--- src/rtl/serial_add_ctrl.sv ---
`default_nettype none
//------------------------------------------------------------------------------
// Module      : serial_add_ctrl
// Description : Bit-serial adder sequencer. One full-adder cell (two half
//               adders plus an OR) is stepped LSB-first over WIDTH cycles,
//               with the carry held in a single flop. The result is presented
//               on registered Sum/Cout together with a one-cycle Done pulse.
// Revision    : 1.0 - initial release
//------------------------------------------------------------------------------
module serial_add_ctrl #(
   parameter int WIDTH = 8
) (
   input  logic             clk,
   input  logic             rst_n,
   input  logic             start,
   input  logic [WIDTH-1:0] a,
   input  logic [WIDTH-1:0] b,
   output logic             busy,
   output logic             done,
   output logic [WIDTH-1:0] sum,
   output logic             cout
);

   localparam int                 c_CNT_W    = $clog2(WIDTH + 1);
   localparam logic [c_CNT_W-1:0] c_CNT_LAST = c_CNT_W'(WIDTH - 1);
   localparam logic [c_CNT_W-1:0] c_CNT_ONE  = c_CNT_W'(1);

   typedef enum logic [1:0] {
      ST_IDLE = 2'd0,
      ST_ADD  = 2'd1,
      ST_DONE = 2'd2
   } state_t;

   state_t             r_state;
   state_t             w_state_nxt;
   logic               w_load;

   logic [WIDTH-1:0]   r_opa;
   logic [WIDTH-1:0]   r_opb;
   logic [WIDTH-1:0]   r_acc;
   logic               r_carry;
   logic [c_CNT_W-1:0] r_cnt;
   logic [WIDTH-1:0]   r_sum;
   logic               r_cout;

   // Full-adder cell built from two half adders and an OR.
   logic               w_ha1_s;
   logic               w_ha1_c;
   logic               w_ha2_c;
   logic               w_s;
   logic               w_c;
   logic               w_last;
   logic [WIDTH-1:0]   w_acc_nxt;

   assign w_ha1_s = r_opa[0] ^ r_opb[0];
   assign w_ha1_c = r_opa[0] & r_opb[0];
   assign w_s     = w_ha1_s ^ r_carry;
   assign w_ha2_c = w_ha1_s & r_carry;
   assign w_c     = w_ha1_c | w_ha2_c;

   // New sum bit enters at the MSB; after WIDTH steps bit 0 sits at the LSB.
   assign w_acc_nxt = {w_s, {(WIDTH-1){1'b0}}} | (r_acc >> 1);
   assign w_last    = (r_cnt == c_CNT_LAST);

   // State register.
   always_ff @(posedge clk or negedge rst_n) begin
      if (!rst_n) begin
         r_state <= ST_IDLE;
      end else begin
         r_state <= w_state_nxt;
      end
   end

   // Next-state logic; a start is accepted only in IDLE or DONE.
   always_comb begin
      w_state_nxt = r_state;
      w_load      = 1'b0;
      case (r_state)
         ST_IDLE: begin
            if (start) begin
               w_load      = 1'b1;
               w_state_nxt = ST_ADD;
            end
         end
         ST_ADD: begin
            if (w_last) begin
               w_state_nxt = ST_DONE;
            end
         end
         ST_DONE: begin
            if (start) begin
               w_load      = 1'b1;
               w_state_nxt = ST_ADD;
            end else begin
               w_state_nxt = ST_IDLE;
            end
         end
         default: begin
            w_state_nxt = ST_IDLE;
         end
      endcase
   end

   // Datapath: operand load, serial stepping, and result capture on the last bit.
   always_ff @(posedge clk or negedge rst_n) begin
      if (!rst_n) begin
         r_opa   <= '0;
         r_opb   <= '0;
         r_acc   <= '0;
         r_carry <= 1'b0;
         r_cnt   <= '0;
         r_sum   <= '0;
         r_cout  <= 1'b0;
      end else if (w_load) begin
         r_opa   <= a;
         r_opb   <= b;
         r_acc   <= '0;
         r_carry <= 1'b0;
         r_cnt   <= '0;
      end else if (r_state == ST_ADD) begin
         r_opa   <= r_opa >> 1;
         r_opb   <= r_opb >> 1;
         r_acc   <= w_acc_nxt;
         r_carry <= w_c;
         r_cnt   <= r_cnt + c_CNT_ONE;
         if (w_last) begin
            r_sum  <= w_acc_nxt;
            r_cout <= w_c;
         end
      end
   end

   // Moore outputs decoded straight from the state register.
   assign busy = (r_state == ST_ADD);
   assign done = (r_state == ST_DONE);
   assign sum  = r_sum;
   assign cout = r_cout;

endmodule
`default_nettype wire

--- config.mk ---
export PLATFORM = sky130hd
export DESIGN_NAME = serial_add_ctrl
export DESIGN_NICKNAME = d
export VERILOG_FILES = /design/src/rtl/serial_add_ctrl.sv
export SDC_FILE = /design/constraint.sdc
export NUM_CORES = 1
export LEC_CHECK = 0
export CAP_MARGIN = 10
export CORE_MARGIN = 4
export CORE_UTILIZATION = 46
export CTS_CLUSTER_SIZE = 16
export DETAILED_ROUTE_END_ITERATION = 12
export PLACE_DENSITY = 0.83
export SETUP_SLACK_MARGIN = 0.1
export SKIP_CTS_REPAIR_TIMING = 1
export SLEW_MARGIN = 15
export SYNTH_ARGS = -nofsm -noshare
export SYNTH_HDL_FRONTEND = slang
export SYNTH_SLANG_ARGS = --single-unit
--- constraint.sdc ---
create_clock -name clk -period 1.4 [get_ports clk]
set_input_delay 0.28 -clock clk [delete_from_list [all_inputs] [get_ports clk]]
set_output_delay 0.28 -clock clk [all_outputs]
set_load 0.005 [all_outputs]
==> metrics.txt, run 1 <==
outcome complete, but fails checks; failing checks setup timing; worst setup skew after layout about 0.0078 ns; reported max-cap violation count 0; Area Growth Syn to Fin 48.1%; NumNets Final ~190; total negative slack for setup checks -1.09 ns; per-cell routed wire length 15.7 um; pin count of the biggest net entering global routing 40; Peak VDD IR just over 1 mV; drt drc 0; data arrival time of the critical path between 1.5 and 2 ns; combinational fraction of design power around half; Final setup violation count 33; number of detailed-routing iterations run before antenna repair 4; share of synthesized flip-flops with an asynchronous set or reset between 90% and 100%; Setup Slack @ Placement -0.163 ns; part of the power in registers between 30% and 40%; number of warnings issued by yosys 0; latest clock arrival within the worst-skew pair approximately 0.35 ns; worst slew slack as a fraction of its limit between 60% and 70%; final period utilization 105%; critical path data required time between 1.5 and 2 ns; Netlist cell types 18; placeable core area between 3000 and 4000 um^2; total clock sinks 39; flip-flop and latch count after synthesis 39; share of the synthesized area in the top cell type around three fifths; multiplexer area fraction after synthesis a little under an eighth; cell types with the highest counts after synthesis sky130_fd_sc_hd__dfrtp_1 (39), sky130_fd_sc_hd__a22o_1 (21), sky130_fd_sc_hd__mux2_2 (11); critical path endpoint category flop; cell area after synthesis between 1500 and 2000 um^2; switching part of the total roughly 31%; power density relative to cell area 2240 nW/um^2; Max Fanout on Critical Path 10; Startpoint Class flop; Die X-Extent between 60 and 70 um; RSZ-0062 raised after global routing true; Critical Path Max Stage Delay roughly 0.40 ns; adder-cell share of the synthesized area a little over 2%; fin crit period approximately 1.5 ns; HP Start a[3]; placed wire-length estimate after detailed placement 2.18 mm; total grt overflow 0; Die Ht 67.1 um; fin. max-slew vios 0; total of buffers placed on input and output ports 29; class of the worst hold path input port to flop; number of vias per cell after detailed routing between 5 and 6; largest family of logic cells by synthesized area compound AO/OA/AOI/OAI gates; layout filler cell count about 250; worst reg-to-reg setup slack -0.07 ns; number of antenna violations at the first check in global routing 0; complex-gate fraction of the synthesized area ~18%; die footprint roughly 4500 um^2; violation count after the first detailed-route iteration between 50 and 60; synthesized area per cell around 14 um^2; minimum setup slack in the final design -0.0651 ns; proportion of synthesized chip area in sequential cells between 60% and 70%; Post-synth EDFFs 0; first-pass GRT wire length between 5 and 6 mm; via count of the first global-routing pass ~1.2k; overall via count from detail_route ~1.2k; final hold slack between 0.4 and 0.5 ns; Crit Path Class flop to flop; Hold Vio Cnt, Final 0; switching power approximately 1700 uW; Clock power frac between 10 and 15%; maximum buffer depth of the clock tree 2; number of ports placed on the die boundary 30; simple-gate share of the synthesized area 5.30%; routability cong. between 0.7 and 0.8; effective utilization at floorplan 47.7%; synth top area cells sky130_fd_sc_hd__dfrtp_1 (61%), sky130_fd_sc_hd__a22o_1 (11%), sky130_fd_sc_hd__mux2_2 (7.7%), sky130_fd_sc_hd__a21o_1 (4.7%), sky130_fd_sc_hd__mux2i_1 (3.7%); critical path cell sequence buf_6, nor2b_4, nor3b_4, buf_12, mux2_4; register area about 1000 um^2; Clock H-tree levels 2; CTS tree built; Crit. Startpoint r_state[1]$_DFFE_PN0P_; internal power consumption 3670 uW; Routed WL approximately 3.4 mm; post-synthesis instance total between 100 and 150; clock root buffer sky130_fd_sc_hd__clkbuf_4; area used by multi-input combinational logic 644 um^2; fraction of layout cells with a size suffix above 1 a little under a third; Fmax achieved slightly below 0.7 GHz; primary flip-flop cell chosen by synthesis mapping sky130_fd_sc_hd__dfrtp_1; static leakage power ~0.0013 uW; worst r2r src r_state[1]$_DFFE_PN0P_; Ant. Diodes 0; net count of the mapped netlist between 100 and 150; number of buffers inserted during clock tree synthesis 5; clock input transition at the sequential cells of the worst setup and hold paths between 0.1 and 0.15 ns; most numerous cell in the Yosys netlist sky130_fd_sc_hd__dfrtp_1; number of placement rows 21; transition at the pin with the smallest max-transition slack 0.472 ns; overall global routing resource usage roughly 16%; count of antenna-violating nets left after detailed routing 0; post-synthesis xor/xnor area fraction 0%; Yosys top cell by area sky130_fd_sc_hd__dfrtp_1; critical path's slowest cell sky130_fd_sc_hd__dfrtp_1
==> worst paths after layout <==
| check | cells past startpoint | end |
|---|---|---|
| setup reg to reg | 5 | sum[0]$_DFFE_PN0P_ |
| min in group asynchronous | 3 | r_acc[4]$_DFFE_PN0P_ |
| setup / recovery | 5 | sum[0]$_DFFE_PN0P_ |
| hold / removal | 3 | r_opa[3]$_DFFE_PN0P_ |
| hold reg to reg | 1 | r_opb[3]$_DFFE_PN0P_ |
| max in group asynchronous | 3 | r_acc[2]$_DFFE_PN0P_ |
==> routing by layer <==
metal | vias to the layer above | part of all wire (%) | track usage (%)
li1 | 543 | - | -
met1 | 578 | 41 | 19.1
met2 | 32 | 52 | 25.6
met3 | 10 | 4.8 | 6.07
met4 | 0 | 2.3 | 6.58
met5 | - | 0 | 0
==> worst max-delay path, delay by kind of cell (launching register included) <==
| kind | cells | cell delay (ns) |
|---|---|---|
| flops | 1 | 0.40 |
| simple gates | 2 | 0.36 |
| mux | 1 | 0.30 |
| buf+inv | 2 | 0.29 |
==> logic make-up (layout without fill, tap and decap cells) <==
kind of cell,after synthesis,in the layout
AO/OA/AOI/OAI,36,36
adder cells (fa/ha/maj),2,2
buffers and inverters,8,64
flip-flops,39,39
multiplexers,17,17
AND/OR/NAND/NOR,15,15
==> state kept, by name, indices dropped and copies added (netlist names) <==
name	flops
sum	8
r_cnt	4
r_state	2
r_opb	8
r_opa	8
cout	1
r_carry	1
r_acc	7
==> power groups by stage <==
stage / combinational (uW) / clock (uW) / sequential (uW)
global route: 2850 / 831 / 1990
detailed placement: 2150 / 0 / 1960
global placement: 2050 / 0 / 1920
CTS: 2170 / 759 / 1940
floorplan: 1300 / 0 / 1890
finish: 2640 / 748 / 1930
==> layout by cell type, fill, tap and decap left out, drive strengths merged <==
| cell type | synthesis | routed |
|---|---|---|
| dfrtp | 39 | 39 |
| a21o | 10 | 10 |
| nor2b | 3 | 3 |
| a22o | 21 | 21 |
| mux2 | 11 | 11 |
| ha | 1 | 1 |
| nor3b | 1 | 1 |
| o21ai | 5 | 5 |
| dlymetal6s2s | 0 | 11 |
| fa | 1 | 1 |
| nor2 | 1 | 1 |
| dlygate4sd3 | 0 | 1 |
| clkbuf | 1 | 7 |
| clkinv | 0 | 2 |
| nand4 | 1 | 1 |
| nand2 | 8 | 8 |
| buf | 7 | 25 |
| nand2b | 1 | 1 |
| bufinv | 0 | 1 |
| mux2i | 6 | 6 |
| clkdlybuf4s50 | 0 | 17 |
==> stage by stage <==
stage	std cells	total power (uW)	instance area [um^2]	util, %
final	219	5320	2380	70.7
after global routing	219	5680	2380	70.7
after CTS	204	4870	2160	64.4
after detailed placement	196	4110	2080	61.9
after global placement	196	3970	2080	61.9
after floorplan	117	3200	1650	-
==> layout make-up <==
cell class	count	share of cell area [%]
multi-input cells	70	27.1
clock buffers	5	1.58
well taps	46	2.42
flip-flops and latches	39	41.1
repair buffers	56	26.0
clock inverters	3	1.84
(Power assumes the default switching activity.)
==> inputs of run 2 (changes only) <==
- CORE_UTILIZATION: 46 -> 48
- CTS_BUF_LIST: not set -> sky130_fd_sc_hd__clkbuf_2 sky130_fd_sc_hd__clkbuf_4 sky130_fd_sc_hd__clkbuf_8
- PLACE_DENSITY: 0.83 -> 0.85
- SKIP_LAST_GASP: not set -> 1
- TNS_END_PERCENT: not set -> 10
==> metrics.txt, run 2 (synthesized netlist as in run 1, its figures left out) <==
Routed WL 3.07 mm (-11%); RSZ-0062 raised after global routing true; total clock sinks 39 (unchanged); worst slew slack as a fraction of its limit 68.4% (-0.12 points); Peak VDD IR 1.14 mV (+10%); number of ports placed on the die boundary 30 (unchanged); combinational fraction of design power 45.0% (-4.6 points); die footprint 4330 um^2 (-3.7%); worst setup skew after layout 0.0132 ns (+0.00537 ns); power density relative to cell area 2160 nW/um^2 (-3.3%); layout filler cell count 251 (-1.2%); Fmax achieved 0.664 GHz (-2.7%); switching part of the total 31.6% (+0.50 points); Die X-Extent 65.8 um (-1.9%); post-layout instance area 2180 um^2 (-8.2%); number of antenna violations at the first check in global routing 0 (unchanged); commonest non-fill, non-tap cell in the layout sky130_fd_sc_hd__dfrtp_1; maximum buffer depth of the clock tree 2 (unchanged); Final setup violation count 16 (-52%); drt drc 0 (unchanged); failing checks setup timing; fin crit period 1.51 ns (+0.0410 ns); register area 976 um^2 (unchanged); effective utilization at floorplan 51.3% (+3.6 points); most frequent cells in the layout sky130_fd_sc_hd__dfrtp_1 (39), sky130_fd_sc_hd__clkdlybuf4s50_1 (23), sky130_fd_sc_hd__a22o_1 (21), sky130_fd_sc_hd__buf_4 (18), sky130_fd_sc_hd__a21o_1 (10); first-pass GRT wire length 5.19 mm (-2.7%); placed wire-length estimate after detailed placement 2.17 mm (-0.42%); Critical Path Max Stage Delay 0.50 ns (+0.10 ns); Startpoint Class flop; overall via count from detail_route 1100 (-5.4%); total grt overflow 0 (unchanged); violation count after the first detailed-route iteration 50 (-14%); number of detailed-routing iterations run before antenna repair 5 (+1); clock root buffer sky130_fd_sc_hd__clkbuf_4; critical path's slowest cell sky130_fd_sc_hd__clkdlybuf4s50_1; Max Fanout on Critical Path 2 (-8); routability cong. 0.767 (-0.90%); reported max-cap violation count 0 (unchanged); internal power consumption 3230 uW (-12%); cell family with most CP delay buffers and inverters; static leakage power 0.00113 uW (-14%); switching power 1490 uW (-9.8%); total power after layout 4730 uW (-11%); Hold Vio Cnt, Final 0 (unchanged); critical path data required time 1.12 ns (-0.52 ns); area used by multi-input combinational logic 624 um^2 (-3.1%); class of the worst hold path input port to flop; Ant. Diodes 0 (unchanged); number of placement rows 20 (-4.8%); fraction of layout cells with a size suffix above 1 26.5% (-3.6 points); Die Ht 65.8 um (-1.9%); final core utilization 69.8% (-0.88 points); latest clock arrival within the worst-skew pair 0.35 ns (about the same); final period utilization 108% (+2.9 points); per-cell routed wire length 14.6 um (-7.1%); area post-placement 2070 um^2 (-0.84%); number of buffers inserted during clock tree synthesis 5 (unchanged); NumNets Final 186 (-3.6%); fin. max-slew vios 0 (unchanged); part of the power in registers 40.9% (+4.5 points); final hold slack 0.463 ns (-0.0000240 ns); total of buffers placed on input and output ports 29 (unchanged); data arrival time of the critical path 1.23 ns (-0.47 ns); number of vias per cell after detailed routing 5.24 (-1.4%); outcome complete, but fails checks; placeable core area 3130 um^2 (-7.0%); pin count of the biggest net entering global routing 40 (unchanged); Bufs and invs on worst path 1 (-1); critical path cell sequence clkdlybuf4s50_1; count of antenna-violating nets left after detailed routing 0 (unchanged); CTS tree built; overall global routing resource usage 16.2% (+0.22 points); transition at the pin with the smallest max-transition slack 0.474 ns (+0.00174 ns); clock input transition at the sequential cells of the worst setup and hold paths 0.12 ns (about the same); via count of the first global-routing pass 1104 (-6.9%); Crit Path Class flop to primary output; Area Growth Syn to Fin 36.0%; Clock power frac 14.0% (about the same); critical path endpoint category primary output; minimum setup slack in the final design -0.106 ns (-0.0410 ns); Clock H-tree levels 2 (unchanged)
## run 2: final cells by class
class	instances	area share [%]
clock inverter	1	0.344
sequential	39	44.7
multi-input combinational	70	28.6
timing repair buffer	49	20.9
clock buffer	7	2.98
tap	44	2.52
## run 2: metrics by stage
step | worst slack, ns | cells | TNS, ns
2_1_floorplan | 0.0439 | 117 | 0
3_3_place_gp | -0.112 | 197 | -2.39
3_5_place_dp | -0.150 | 197 | -3.27
4_1_cts | -0.350 | 205 | -2.13
5_1_grt | -0.170 | 210 | -3.89
6_report | -0.106 | 210 | -1.16
## run 2: path summary, 6_finish.rpt
| path | from | end | slack, ns | cells after the start |
|---|---|---|---|---|
| hold / removal | a[2] | r_opa[2]$_DFFE_PN0P_ | 0.46 | 3 |
| setup reg to reg | r_state[1]$_DFFE_PN0P_ | sum[0]$_DFFE_PN0P_ | -0.08 | 5 |
| max in group asynchronous | rst_n | sum[7]$_DFFE_PN0P_ | 0.58 | 3 |
| setup / recovery | sum[7]$_DFFE_PN0P_ | sum[7] | -0.11 | 1 |
| min in group asynchronous | rst_n | r_cnt[2]$_DFFE_PN0P_ | 0.49 | 3 |
| hold reg to reg | r_opb[2]$_DFFE_PN0P_ | r_opb[2]$_DFFE_PN0P_ | 0.49 | 1 |
## run 2: power by group through the flow
stage,Combinational [uW],Sequential (uW),Clock (uW)
2_1_floorplan,1300,1890,0
4_1_cts,2090,1940,681
5_1_grt,2330,1990,748
6_report,2130,1930,663
3_3_place_gp,2000,1930,0
3_5_place_dp,2090,1960,0
## run 2: routing by layer
layer / wire (um) / global-route usage [%]
met5: 0 / 0
met1: 1430 / 19.9
met3: 208 / 6.97
met4: 57 / 7.25
met2: 1380 / 24.7
